<file path="config.mk">
export PLATFORM = sky130hd
export DESIGN_NAME = muldiv_unit_flat
export DESIGN_NICKNAME = d
export VERILOG_FILES = /design/src/rtl/muldiv_unit_if.sv /design/src/rtl/muldiv_unit.sv /design/src/flat_wrapper.sv
export SDC_FILE = /design/constraint.sdc
export NUM_CORES = 1
export LEC_CHECK = 0
export ABC_AREA = 1
export CORE_ASPECT_RATIO = 0.7
export CORE_UTILIZATION = 50
export DETAILED_ROUTE_END_ITERATION = 8
export PLACE_DENSITY_LB_ADDON = 0.25
export SLEW_MARGIN = 15
export SYNTH_ARGS = -nofsm -noshare
export SYNTH_HDL_FRONTEND = slang
export SYNTH_SLANG_ARGS = --single-unit
</file>
<file path="constraint.sdc">
create_clock -name clk -period 6.3 [get_ports clk]
set_input_delay 0.63 -clock clk [delete_from_list [all_inputs] [get_ports clk]]
set_output_delay 0.63 -clock clk [all_outputs]
set_load 0.05 [all_outputs]
</file>
<file path="src/rtl/muldiv_unit_if.sv">
// muldiv_unit_if: bundles the operation/HI-LO signals of the multiply/divide unit.
//
//   start    : launch the operation selected by op (sampled only in IDLE)
//   op       : 00 MULTU, 01 MULT, 10 DIVU, 11 DIV
//   rs_data  : multiplicand / dividend
//   rt_data  : multiplier / divisor
//   hi_we    : MTHI strobe
//   lo_we    : MTLO strobe
//   wdata    : MTHI/MTLO data
//   busy     : operation in progress (PC stall)
//   done     : one-cycle completion pulse, HI/LO already updated
//   div_zero : sticky, last divide had a zero divisor
//   hi, lo   : architectural HI/LO registers
//
// master : the datapath/control side driving operations
// slave  : the multiply/divide unit
interface muldiv_unit_if #(
  parameter int WIDTH = 32
);
  logic             start;
  logic [1:0]       op;
  logic [WIDTH-1:0] rs_data;
  logic [WIDTH-1:0] rt_data;
  logic             hi_we;
  logic             lo_we;
  logic [WIDTH-1:0] wdata;
  logic             busy;
  logic             done;
  logic             div_zero;
  logic [WIDTH-1:0] hi;
  logic [WIDTH-1:0] lo;

  modport master (
    output start, op, rs_data, rt_data, hi_we, lo_we, wdata,
    input  busy, done, div_zero, hi, lo
  );

  modport slave (
    input  start, op, rs_data, rt_data, hi_we, lo_we, wdata,
    output busy, done, div_zero, hi, lo
  );
endinterface

</file>
<file path="src/rtl/muldiv_unit.sv">
// muldiv_unit: iterative multiply/divide unit with architectural HI/LO.
//
// Executes MULTU/MULT (radix-2 shift-add) and DIVU/DIV (restoring
// shift-subtract) over WIDTH iterations plus one sign-fix cycle, and
// accepts MTHI/MTLO writes while idle.
//
// Ports:
//   clk   : system clock, rising edge
//   reset : asynchronous, active-low reset
//   bus   : muldiv_unit_if.slave (start/op/operands/MTHI/MTLO in,
//           busy/done/div_zero/hi/lo out)
//
// Parameters:
//   WIDTH : operand and HI/LO width
//   CNT_W : iteration counter width, must be able to hold WIDTH
//
// Build option:
//   MULDIV_FAST_MUL_EN : when defined, MULT/MULTU use one combinational
//   2*WIDTH-bit multiply and complete through FIX on the next edge
//   (busy for one cycle). Divides are unaffected.
module muldiv_unit #(
  parameter int WIDTH = 32,
  parameter int CNT_W = 6
) (
  input  logic         clk,
  input  logic         reset,
  muldiv_unit_if.slave bus
);

  typedef enum logic [1:0] {
    IDLE,
    MUL,
    DIV,
    FIX
  } state_t;

  localparam logic [CNT_W-1:0] LAST = CNT_W'(WIDTH - 1);

  state_t             state;
  logic [CNT_W-1:0]   cnt;

  // multiply: prod holds {partial product, remaining multiplier bits}
  logic [2*WIDTH-1:0] prod;
  logic [WIDTH-1:0]   mcand;

  // divide: rem is the partial remainder, quo shifts dividend out / quotient in
  logic [WIDTH-1:0]   rem;
  logic [WIDTH-1:0]   quo;
  logic [WIDTH-1:0]   dvsr;

  logic               neg_res;   // product / quotient must be negated
  logic               neg_rem;   // remainder takes dividend's sign
  logic               is_div;
  logic               dz_pend;   // current divide has a zero divisor

  logic               busy_q;
  logic               done_q;
  logic               div_zero_q;
  logic [WIDTH-1:0]   hi_q;
  logic [WIDTH-1:0]   lo_q;

  assign bus.busy     = busy_q;
  assign bus.done     = done_q;
  assign bus.div_zero = div_zero_q;
  assign bus.hi       = hi_q;
  assign bus.lo       = lo_q;

  // operand conditioning
  logic               rs_neg;
  logic               rt_neg;
  logic [WIDTH-1:0]   abs_rs;
  logic [WIDTH-1:0]   abs_rt;

  always_comb begin
    rs_neg = bus.op[0] & bus.rs_data[WIDTH-1];
    rt_neg = bus.op[0] & bus.rt_data[WIDTH-1];
    abs_rs = rs_neg ? -bus.rs_data : bus.rs_data;
    abs_rt = rt_neg ? -bus.rt_data : bus.rt_data;
  end

  // one shift-add multiply step
  logic [WIDTH:0]     msum;
  logic [2*WIDTH-1:0] prod_step;

  always_comb begin
    msum      = {1'b0, prod[2*WIDTH-1:WIDTH]} + {1'b0, (prod[0] ? mcand : '0)};
    prod_step = {msum, prod[WIDTH-1:1]};
  end

  // one restoring divide step; the shifted partial remainder is WIDTH+1
  // bits, but the result always fits WIDTH bits, so the subtraction can
  // be done modulo 2^WIDTH once the full-width compare has decided.
  logic [WIDTH:0]     shifted;
  logic               take;
  logic [WIDTH-1:0]   rem_step;
  logic [WIDTH-1:0]   quo_step;

  always_comb begin
    shifted  = {rem, quo[WIDTH-1]};
    take     = (shifted >= {1'b0, dvsr});
    rem_step = take ? (shifted[WIDTH-1:0] - dvsr) : shifted[WIDTH-1:0];
    quo_step = {quo[WIDTH-2:0], take};
  end

  // sign correction applied in FIX
  logic [2*WIDTH-1:0] prod_fix;
  logic [WIDTH-1:0]   quo_fix;
  logic [WIDTH-1:0]   rem_fix;

  always_comb begin
    prod_fix = neg_res ? -prod : prod;
    quo_fix  = neg_res ? -quo  : quo;
    rem_fix  = neg_rem ? -rem  : rem;
  end

`ifdef MULDIV_FAST_MUL_EN
  logic [2*WIDTH-1:0] fast_prod;

  always_comb begin
    fast_prod = (2*WIDTH)'(abs_rs) * (2*WIDTH)'(abs_rt);
  end
`endif

  always_ff @(posedge clk or negedge reset) begin
    if (!reset) begin
      state      <= IDLE;
      cnt        <= '0;
      prod       <= '0;
      mcand      <= '0;
      rem        <= '0;
      quo        <= '0;
      dvsr       <= '0;
      neg_res    <= 1'b0;
      neg_rem    <= 1'b0;
      is_div     <= 1'b0;
      dz_pend    <= 1'b0;
      busy_q     <= 1'b0;
      done_q     <= 1'b0;
      div_zero_q <= 1'b0;
      hi_q       <= '0;
      lo_q       <= '0;
    end else begin
      done_q <= 1'b0;
      case (state)
        IDLE: begin
          if (bus.start) begin
            // start wins over a simultaneous MTHI/MTLO
            mcand   <= abs_rs;
            prod    <= {{WIDTH{1'b0}}, abs_rt};
            rem     <= '0;
            quo     <= abs_rs;
            dvsr    <= abs_rt;
            neg_res <= rs_neg ^ rt_neg;
            neg_rem <= rs_neg;
            is_div  <= bus.op[1];
            dz_pend <= bus.op[1] & (bus.rt_data == '0);
            cnt     <= '0;
            busy_q  <= 1'b1;
`ifdef MULDIV_FAST_MUL_EN
            if (bus.op[1]) begin
              state <= DIV;
            end else begin
              prod  <= fast_prod;
              state <= FIX;
            end
`else
            state   <= bus.op[1] ? DIV : MUL;
`endif
          end else begin
            if (bus.hi_we) hi_q <= bus.wdata;
            if (bus.lo_we) lo_q <= bus.wdata;
          end
        end

        MUL: begin
          prod <= prod_step;
          cnt  <= cnt + 1'b1;
          if (cnt == LAST) state <= FIX;
        end

        DIV: begin
          rem <= rem_step;
          quo <= quo_step;
          cnt <= cnt + 1'b1;
          if (cnt == LAST) state <= FIX;
        end

        FIX: begin
          if (is_div) begin
            // with a zero divisor every step subtracts nothing, so rem
            // ends as |rs| and its sign fix restores rs exactly
            hi_q       <= rem_fix;
            lo_q       <= dz_pend ? '1 : quo_fix;
            div_zero_q <= dz_pend;
          end else begin
            hi_q <= prod_fix[2*WIDTH-1:WIDTH];
            lo_q <= prod_fix[WIDTH-1:0];
          end
          busy_q <= 1'b0;
          done_q <= 1'b1;
          state  <= IDLE;
        end

        default: state <= IDLE;
      endcase
    end
  end

endmodule
</file>
<file path="src/flat_wrapper.sv">
// flat-port wrapper written by rule: the top's interface ports become plain ports
module muldiv_unit_flat 
#(
  parameter int WIDTH = 32,
  parameter int CNT_W = 6
)
  (clk, reset, bus_start, bus_op, bus_rs_data, bus_rt_data, bus_hi_we, bus_lo_we, bus_wdata, bus_busy, bus_done, bus_div_zero, bus_hi, bus_lo);
  muldiv_unit_if #(.WIDTH(WIDTH)) bus_i ();
  input  logic clk;
  input  logic reset;
  input wire logic [$bits(bus_i.start)-1:0] bus_start;
  input wire logic [$bits(bus_i.op)-1:0] bus_op;
  input wire logic [$bits(bus_i.rs_data)-1:0] bus_rs_data;
  input wire logic [$bits(bus_i.rt_data)-1:0] bus_rt_data;
  input wire logic [$bits(bus_i.hi_we)-1:0] bus_hi_we;
  input wire logic [$bits(bus_i.lo_we)-1:0] bus_lo_we;
  input wire logic [$bits(bus_i.wdata)-1:0] bus_wdata;
  output wire logic [$bits(bus_i.busy)-1:0] bus_busy;
  output wire logic [$bits(bus_i.done)-1:0] bus_done;
  output wire logic [$bits(bus_i.div_zero)-1:0] bus_div_zero;
  output wire logic [$bits(bus_i.hi)-1:0] bus_hi;
  output wire logic [$bits(bus_i.lo)-1:0] bus_lo;
  assign bus_i.start = bus_start;
  assign bus_i.op = bus_op;
  assign bus_i.rs_data = bus_rs_data;
  assign bus_i.rt_data = bus_rt_data;
  assign bus_i.hi_we = bus_hi_we;
  assign bus_i.lo_we = bus_lo_we;
  assign bus_i.wdata = bus_wdata;
  assign bus_busy = bus_i.busy;
  assign bus_done = bus_i.done;
  assign bus_div_zero = bus_i.div_zero;
  assign bus_hi = bus_i.hi;
  assign bus_lo = bus_i.lo;
  muldiv_unit #(.WIDTH(WIDTH), .CNT_W(CNT_W)) u_core (.clk(clk), .reset(reset), .bus(bus_i));
endmodule
</file>
### After elaboration in Yosys (flattened, before gate mapping)

Index checks and enable logic that the tools add are counted.

* output and inout port bits: 67
* memories kept: 0
* latch bits: 0
* bits of input ports: 103
* register bits after elaboration: 271
* bits in read-only memories: 0
* logic and storage cells: 85
* bits in writable memories: 0

* add/sub/neg operators: 8
* multiply operators: 0
* magnitude comparators: 1
* shift-type cells: 0
* reductions and logical operators: 16
* bitwise gates (word level): 4
* multiplexer cells: 31
* equal/unequal tests: 9
* div/mod/pow operators: 0

Operators by type and width (number)
* 32-bit 2-to-1 mux: 15
* 32-bit case mux with 2 select lines: 4
* 64-bit 2-to-1 mux: 2
* 32-bit negator: 4
* 64-bit case mux with 2 select lines: 1
* 64-bit negator: 1
* 32-bit by 32-bit adder with 33-bit output: 1
* 33-bit by 32-bit greater-or-equal comparator with 1-bit output: 1
* 32-bit zero test: 1
* 32-bit subtractor: 1
* 2-bit AND reduction: 7
* 6-bit case mux with 2 select lines: 1
* 2-bit inequality test, second input constant: 4
* 2-bit nonzero test: 4
* 6-bit by 1-bit adder with 6-bit output, second input constant: 1
* 6-bit by 5-bit == test with 1-bit output, second input constant: 1
* 2-bit 2-to-1 mux: 3
* 6-bit 2-to-1 mux: 1
* 2-bit case mux with 3 select lines: 1
* 3-bit AND reduction: 2
* 2-bit == test, second input constant: 2
* 1-bit AND: 3
* 2-bit by 1-bit == test with 1-bit output, second input constant: 1
* 2-bit zero test: 1
* 5 further kinds: 6

### Longest topological paths before layout

Gate-level depths: netlist of the first run.

* word-level depth: 5
* mapped depth: 18
* mapped depth without buffers: 17

### Worst setup path before layout of the first run

Ideal clock, no wire load.

* path type: flip-flop to flip-flop
* from: reg u_core.prod[0]
* to: reg u_core.prod[53]
* slack: 3.767 ns
* setup time: 0.130 ns
* data required time: 6.170 ns
* period minus slack after synthesis: 2.533 ns
* path buffers: 2
* cell stages (with the launch flop): 15
* arrival time: 2.402 ns
* path through: dfrtp_1 > buf_2 > clkbuf_1 > nand2_1 > inv_1 > ha_1 > inv_1 > fa_1 > nor3_1 > nor2_1 > o21ai_2 > a21oi_1 > or2_2 > nand3_1 > o21ai_0

* longest elaborated chain between the ends: 3

Ends and longest elaborated chain
* from (decl): RTL line muldiv_unit.sv:43 `logic [2*WIDTH-1:0] prod;`
* from (signal assigned): RTL line muldiv_unit.sv:149 `prod <= {{WIDTH{1'b0}}, abs_rt};`
* from (signal assigned): RTL line muldiv_unit.sv:176 `prod <= prod_step;`
* 32-bit 2-to-1 mux: RTL line muldiv_unit.sv:86 `msum = {1'b0, prod[2*WIDTH-1:WIDTH]} + {1'b0, (prod[0] ? mcand : '0)};`
* 32-bit by 32-bit adder with 33-bit output: RTL line muldiv_unit.sv:86
* 64-bit case mux with 2 select lines: RTL line muldiv_unit.sv:144 `case (state)`

Every way passes these cells.
A chain may end at the register's enable or synchronous reset.

### Worst setup path after layout of the first run

* from: reg u_core.state[1]
* to: reg u_core.lo_q[9] (netlist: u_core.bus.lo[9])

* longest elaborated chain between the ends: 3
* elaborated cells on any way between the ends: 7
* those cells by class: eq/ne (3); mux (1); reduce/logical (3)

Ends and longest elaborated chain
* from (decl): RTL line muldiv_unit.sv:39 `state_t state;`
* from (signal assigned): RTL line muldiv_unit.sv:167 `state <= bus.op[1] ? DIV : MUL;`
* 2-bit == test or 2-bit zero test (tied branches): RTL line muldiv_unit.sv:144
* 2-bit nonzero test (no line) or 2-bit inequality test (tied branches)
* 3-bit AND reduction (no line)
* to (signal assigned): RTL line muldiv_unit.sv:171 `if (bus.lo_we) lo_q <= bus.wdata;`
* to (signal assigned): RTL line muldiv_unit.sv:193 `lo_q <= dz_pend ? '1 : quo_fix;`
* to (signal assigned): RTL line muldiv_unit.sv:197 `lo_q <= prod_fix[WIDTH-1:0];`
* to (decl): RTL line muldiv_unit.sv:60 `logic [WIDTH-1:0] lo_q;`

Several ways; a longest one is shown, not always the timed one.

==> impl_metrics.json, run 1 <==
{
  "cts_inserted_buffers": 29,
  "core_um2": 42800,
  "cp_data_arrival_time_ns": 4.16,
  "totalPowerFinal_w": 0.01361,
  "route.vias.total": 24800,
  "grt_max_degree": 122,
  "drt_first_pass_iters": 6,
  "cts.clk_slew.worst_paths_ns": 0.07,
  "syn_nets": 3664,
  "syn_avg_cell_area_um2": 6.294,
  "drcViolationCount": 0,
  "port_buffers": 169,
  "start_util_pct": 51.25,
  "area_delta_synth_final_pct": 14.15,
  "antenna_cells": 0,
  "worstSetupPathType": "register to register",
  "power_leakage_nw": 12.29,
  "synth_ff_type": "dfrtp_1",
  "max_slew_margin_pct": 19.30,
  "antenna_left": 0,
  "async_flop_share_pct": 100.0,
  "crit-reg2reg-launch": "u_core.state[1]",
  "yosys_register_bits": 271,
  "cts_tree": "done",
  "ir_worst_vdd_mv": 0.5497,
  "maxSlewViolCount": 0,
  "grt_usage_pct": 38.10,
  "fmax_mhz": 273.6,
  "ys_seq_area_share_pct": 30.92,
  "grt_overflow": 0,
  "ys_warn_count": 0,
  "drtIter0Drc": 3360,
  "r2r_slack_ns": 2.64,
  "grt_pass1_wl_um": 130100,
  "min_period_over_period_pct": 58.02,
  "clockBufferDepth": 3,
  "cp-start-kind": "register",
  "fin_ws_ns": 2.645,
  "tightest_slew_ns": 1.198,
  "fp-row-count": 63,
  "nNetsFinal": 3761,
  "timing.hold.ws_ns": -0.02296,
  "hold_class": "primary input to asynchronous set/reset pin",
  "htreeDepth": 1,
  "rsz0062_at_grt": "no",
  "fp.dieH_um": 177.2,
  "drive_above_1_share_pct": 3.635,
  "outcome": "complete, but fails checks",
  "place.gp.congestion": 1.078,
  "wl_um": 86060,
  "dieArea_um2": 44720,
  "ys_types": 51,
  "maxCapViolCount": 0,
  "min_period_ns": 3.655,
  "ctsResizeCount": 0,
  "die_w_um": 252.3,
  "io_pins": 170,
  "hold_violations": 3,
  "violations": "negative hold slack",
  "cts_setup_buffers": 0,
  "hpwl_um": 67360,
  "clk_latency_ns": 0.59,
  "place_ws_ns": 2.721,
  "tns_ns": 0,
  "num-fill-cells": 4301,
  "detail_route.vias_per_cell": 5.919,
  "root_buffer": "clkbuf_16",
  "power.density_nw_per_um2": 543.5,
  "crit_path_end_kind": "register",
  "cts_sinks": 271,
  "synthesis.area_um2": 21930,
  "setup_viol": 0,
  "syn_inst": 3485,
  "crit_fanout": 81,
  "required_ns": 6.80,
  "postCtsHoldBufs": 0,
  "synth-edff-count": 0,
  "routedWlPerCell_um": 20.54,
  "clock_skew_ns": 0.01445,
  "antenna_found_initial": 1,
  "grt_pass1_vias": 21890,
  "worstSetupStartpoint": "u_core.state[1]"
}
-- per-stage QoR --
stage               hold WS [ns]  cell area, um2  utilization (%)  std cells
finish                  -0.02296           25040            58.50       4189
global route             0.04830           25040            58.50       4189
CTS                      0.02261           25040            58.50       4189
detailed placement        0.4729           24070            56.25       4136
global placement          0.4649           24070            56.25       4136
floorplan                 0.3344           21930                -       3485
-- synthesized netlist by cell type, types with 3 or more instances --
library cell	number	share of area (%)
a21boi_0	4	0.14
a21o_1	9	0.31
a21oi_1	288	6.6
a21oi_2	3	0.12
a31oi_1	18	0.51
buf_1	13	0.22
buf_2	37	0.84
buf_6	3	0.15
clkbuf_1	77	1.3
clkinv_1	3	0.051
dfrtp_1	271	31
ha_1	74	4.2
inv_1	370	6.3
inv_2	8	0.14
nand2_1	922	16
nand2_2	3	0.086
nand3_1	335	7.6
nand3b_1	12	0.41
nand4_1	49	1.4
nor2_1	459	7.9
nor2_2	11	0.31
nor3_1	35	0.80
o211ai_1	24	0.82
o21a_1	6	0.21
o21ai_0	276	6.3
o21ai_1	20	0.46
o21ai_2	4	0.16
o21ai_4	3	0.22
o21bai_1	3	0.10
o221ai_1	4	0.16
o22ai_1	27	0.77
o31ai_1	4	0.14
or2_2	9	0.26
xnor2_1	18	0.72
xor2_1	61	2.4
-- cells in the final DEF, fill, tap and decap left out, types with 9 or more instances in the layout --
| master | instances |
|---|---|
| a21o_1 | 9 |
| a21oi_1 | 287 |
| a31oi_1 | 18 |
| buf_4 | 26 |
| clkbuf_16 | 29 |
| clkdlybuf4s50_1 | 168 |
| dfrtp_1 | 270 |
| ha_1 | 73 |
| inv_1 | 369 |
| inv_2 | 9 |
| nand2_1 | 922 |
| nand3_1 | 335 |
| nand3b_1 | 12 |
| nand4_1 | 49 |
| nor2_1 | 458 |
| nor2_2 | 12 |
| nor3_1 | 35 |
| o211ai_1 | 24 |
| o21ai_0 | 275 |
| o21ai_1 | 19 |
| o22ai_1 | 27 |
| or2_2 | 9 |
| xnor2_1 | 18 |
| xor2_1 | 61 |
-- cells by family (layout without fill, tap and decap cells) --
group | count (synthesis) | count (layout) | share of synthesized area (%)
adders and majority gates | 76 | 76 | 4.404
DFF | 271 | 271 | 30.92
buffers and inverters | 511 | 630 | 9.058
and+or+nand+nor | 1850 | 1850 | 35.24
AOI/OAI and AO/OA | 698 | 698 | 17.23
xor gates and xnor gates | 79 | 79 | 3.154
-- where the power goes --
| group | internal [W] | switching [W] | leakage, nW | total, W |
|---|---|---|---|---|
| logic | 0.00245 | 0.00601 | 8.51 | 0.00846 |
| clock network | 0.00103 | 0.000785 | 0.470 | 0.00181 |
| registers | 0.00251 | 0.000826 | 3.31 | 0.00333 |
-- per-layer routing --
metal	share of wire [%]	track usage, %	wire (um)
met1	44	56.83	37830
met2	39	51.68	33280
met3	14	12.94	12460
met4	2.9	9.596	2479
met5	0.015	0	13
-- critical path, cell delays in order (launching register included) --
cell	delay, ns
dfrtp_1	0.43
ha_4	0.77
clkinv_1	0.19
buf_4	0.33
nor2_1	0.37
a21oi_4	0.04
buf_4	0.29
inv_1	0.53
buf_4	0.36
nor2_1	0.07
a21oi_1	0.11
-- worst paths after layout --
kind	cells after the start	to
max reg2reg	10	u_core.bus.lo[9]
max in group asynchronous	2	u_core.dvsr[7]
min in group clk	2	u_core.mcand[1]
min	1	u_core.prod[57]
min reg2reg	2	u_core.mcand[1]
max	10	u_core.bus.lo[9]
-- area by class of cell --
cell class	instances	area (um2)	area share, %
clock buffer	42	824.5	3.293
inverter	381	1430	5.712
timing repair buffer	196	1912	7.636
multi-input combinational	2703	13220	52.78
sequential	271	6785	27.10
clock inverter	11	138.9	0.5547
tap	585	732.0	2.923
-- registers in the layout (all words and copies together) (netlist names) --
signal,flops
u_core.prod,64
u_core.bus.hi,32
u_core.bus.lo,32
u_core.dvsr,32
u_core.mcand,32
u_core.quo,32
u_core.rem,32
u_core.cnt,6
u_core.state,2
u_core.bus.busy,1
u_core.bus.div_zero,1
u_core.bus.done,1
u_core.dz_pend,1
u_core.is_div,1
u_core.neg_rem,1
u_core.neg_res,1
Note: power is estimated with default switching activity, not from simulation.
==> run 2, diff against run 1 <==
clock period = 3.7 ns   (was 6.3 ns; I/O delays follow)
==> run 2 against run 1 <==
Sequential power is 67% higher. Critical path depth up 6. The flow now finishes without violations. Highest routed layer is now met4. Critical endpoint is now u_core.prod[55]. Via count grew 0.38%. First-iteration DRC count rose by 1.9%. Combinational power increased by 75%. Largest power group unchanged.
==> impl_metrics.json, run 2 (synthesis results as in run 1) <==
{
  "drive_above_1_share_pct": 3.956,
  "layout_common_cells": "922 x nand2_1, 458 x nor2_1, 369 x inv_1",
  "power.density_nw_per_um2": 933.4,
  "largest-register": "u_core.prod",
  "grt_pass1_vias": 21750,
  "die_w_um": 252.3,
  "tns_ns": 0,
  "min_period_ns": 2.855,
  "root_buffer": "clkbuf_16",
  "grt_pass1_wl_um": 132400,
  "final_common_cell": "nand2_1",
  "port_buffers": 169,
  "maxCapViolCount": 0,
  "hpwl_um": 69590,
  "required_ns": 4.18,
  "min_period_over_period_pct": 77.17,
  "fp.dieH_um": 177.2,
  "path_buf_inv": 3,
  "maxSlewViolCount": 0,
  "outcome": "completed",
  "place.gp.congestion": 1.014,
  "route.vias.total": 24890,
  "antenna_left": 0,
  "area_delta_synth_final_pct": 14.80,
  "start_util_pct": 51.25,
  "clockBufferDepth": 3,
  "dieArea_um2": 44720,
  "cts_setup_buffers": 0,
  "antenna_cells": 0,
  "grt_usage_pct": 38.98,
  "cts_inserted_buffers": 30,
  "tightest_slew_ns": 1.456,
  "htreeDepth": 1,
  "antenna_found_initial": 0,
  "cts.clk_slew.worst_paths_ns": 0.06,
  "drtIter0Drc": 3425,
  "grt_max_degree": 92,
  "cts_tree": "done",
  "nNetsFinal": 3773,
  "wl_um": 88230,
  "fmax_mhz": 350.2,
  "clock_skew_ns": 0.02483,
  "path_cells": "buf_4 -> nand2_1 -> inv_1 -> ha_1 -> inv_1 -> fa_1 -> nor3_1 -> nor2_1 -> o21ai_1 -> nand2_1 -> nand2_1 -> nand2_1 -> nand2_1 -> nand2_1 -> nand3_1 -> nand2_1",
  "setup_viol": 0,
  "drt_first_pass_iters": 6,
  "rsz0062_at_grt": "no",
  "worstSetupPathType": "register to register",
  "cp-start-kind": "register",
  "largest_reg_flops": 64,
  "max_stage_delay_ns": 0.45,
  "clk_latency_ns": 0.60,
  "cp_data_arrival_time_ns": 3.34,
  "power_leakage_nw": 12.38,
  "cts_sinks": 271,
  "routedWlPerCell_um": 21.01,
  "critical_path.top_delay_family": "simple AND/OR/NAND/NOR gates",
  "io_pins": 170,
  "ir_worst_vdd_mv": 1.384,
  "grt_overflow": 0,
  "hold_class": "primary input to asynchronous set/reset pin",
  "core_um2": 42800,
  "hold_violations": 0,
  "critPathMostFrequentCell": "nand2_1",
  "slowest_stage": "fa_1",
  "fp-row-count": 63,
  "detail_route.vias_per_cell": 5.926,
  "drcViolationCount": 0,
  "max_slew_margin_pct": 2.953,
  "crit_fanout": 32,
  "final_util_pct": 58.83,
  "crit_path_end_kind": "register"
}
## run 2: metal layers
metal / vias to the layer above / part of all wire (%) / global-route usage, %
li1: 11650 / - / -
met1: 11710 / 45 / 58.74
met2: 1414 / 40 / 53.63
met3: 120 / 14 / 12.41
met4: 0 / 2.2 / 7.879
met5: - / 0 / 0
## run 2: worst paths after layout
path                                    end  slack [ns]  cells after the start        startpoint
max in group asynchronous   u_core.dvsr[21]        2.16                      3             reset
min in group clk           u_core.mcand[13]        0.45                      3   bus_rs_data[13]
hold reg to reg            u_core.bus.lo[0]        0.49                      2  u_core.bus.lo[0]
setup / recovery            u_core.prod[55]        0.84                     16    u_core.prod[0]
hold / removal              u_core.prod[60]        0.37                      2             reset
setup reg to reg            u_core.prod[55]        0.84                     16    u_core.prod[0]
## run 2: layout make-up
cell class                 instances  area, um2
sequential                       271       6785
tap                              585      732.0
fill                            4245      17620
clock inverter                    10      128.9
multi-input combinational       2703      13220
clock buffer                      43      880.8
inverter                         381       1430
timing repair buffer             207       2009
## run 2: worst register-to-register path, stage by stage, from the launching register on
cell and delay, ns:
dfrtp_1 0.36, buf_4 0.29, nand2_1 0.09, inv_1 0.06, ha_1 0.16, inv_1 0.06
fa_1 0.45, nor3_1 0.30, nor2_1 0.15, o21ai_1 0.22, nand2_1 0.10, nand2_1 0.19
nand2_1 0.10, nand2_1 0.07, nand2_1 0.05, nand3_1 0.06, nand2_1 0.05
## run 2: repair_timing
action,in CTS,in global routing
hold buffers,1,0
resized for setup,0,0
endpoints found under the hold margin,88,0
## run 2: report_power, final
part	internal, W	switching (W)
registers	0.00427	0.00128
clock network	0.00185	0.00134
logic	0.00423	0.0105
## run 2: through the flow
| step | instance area (um2) | setup slack (ns) | hold slack, ns | power [W] | instances |
|---|---|---|---|---|---|
| 2_1_floorplan | 21930 | 1.167 | 0.07441 | 0.01470 | 3485 |
| 3_3_place_gp | 24160 | 0.8341 | 0.4439 | 0.01967 | 4146 |
| 3_5_place_dp | 24160 | 0.7824 | 0.4555 | 0.01974 | 4146 |
| 4_1_cts | 25180 | 0.9338 | 0.4260 | 0.02298 | 4200 |
| 5_1_grt | 25180 | 0.5686 | 0.4409 | 0.02495 | 4200 |
| 6_report | 25180 | 0.8446 | 0.3710 | 0.02350 | 4200 |
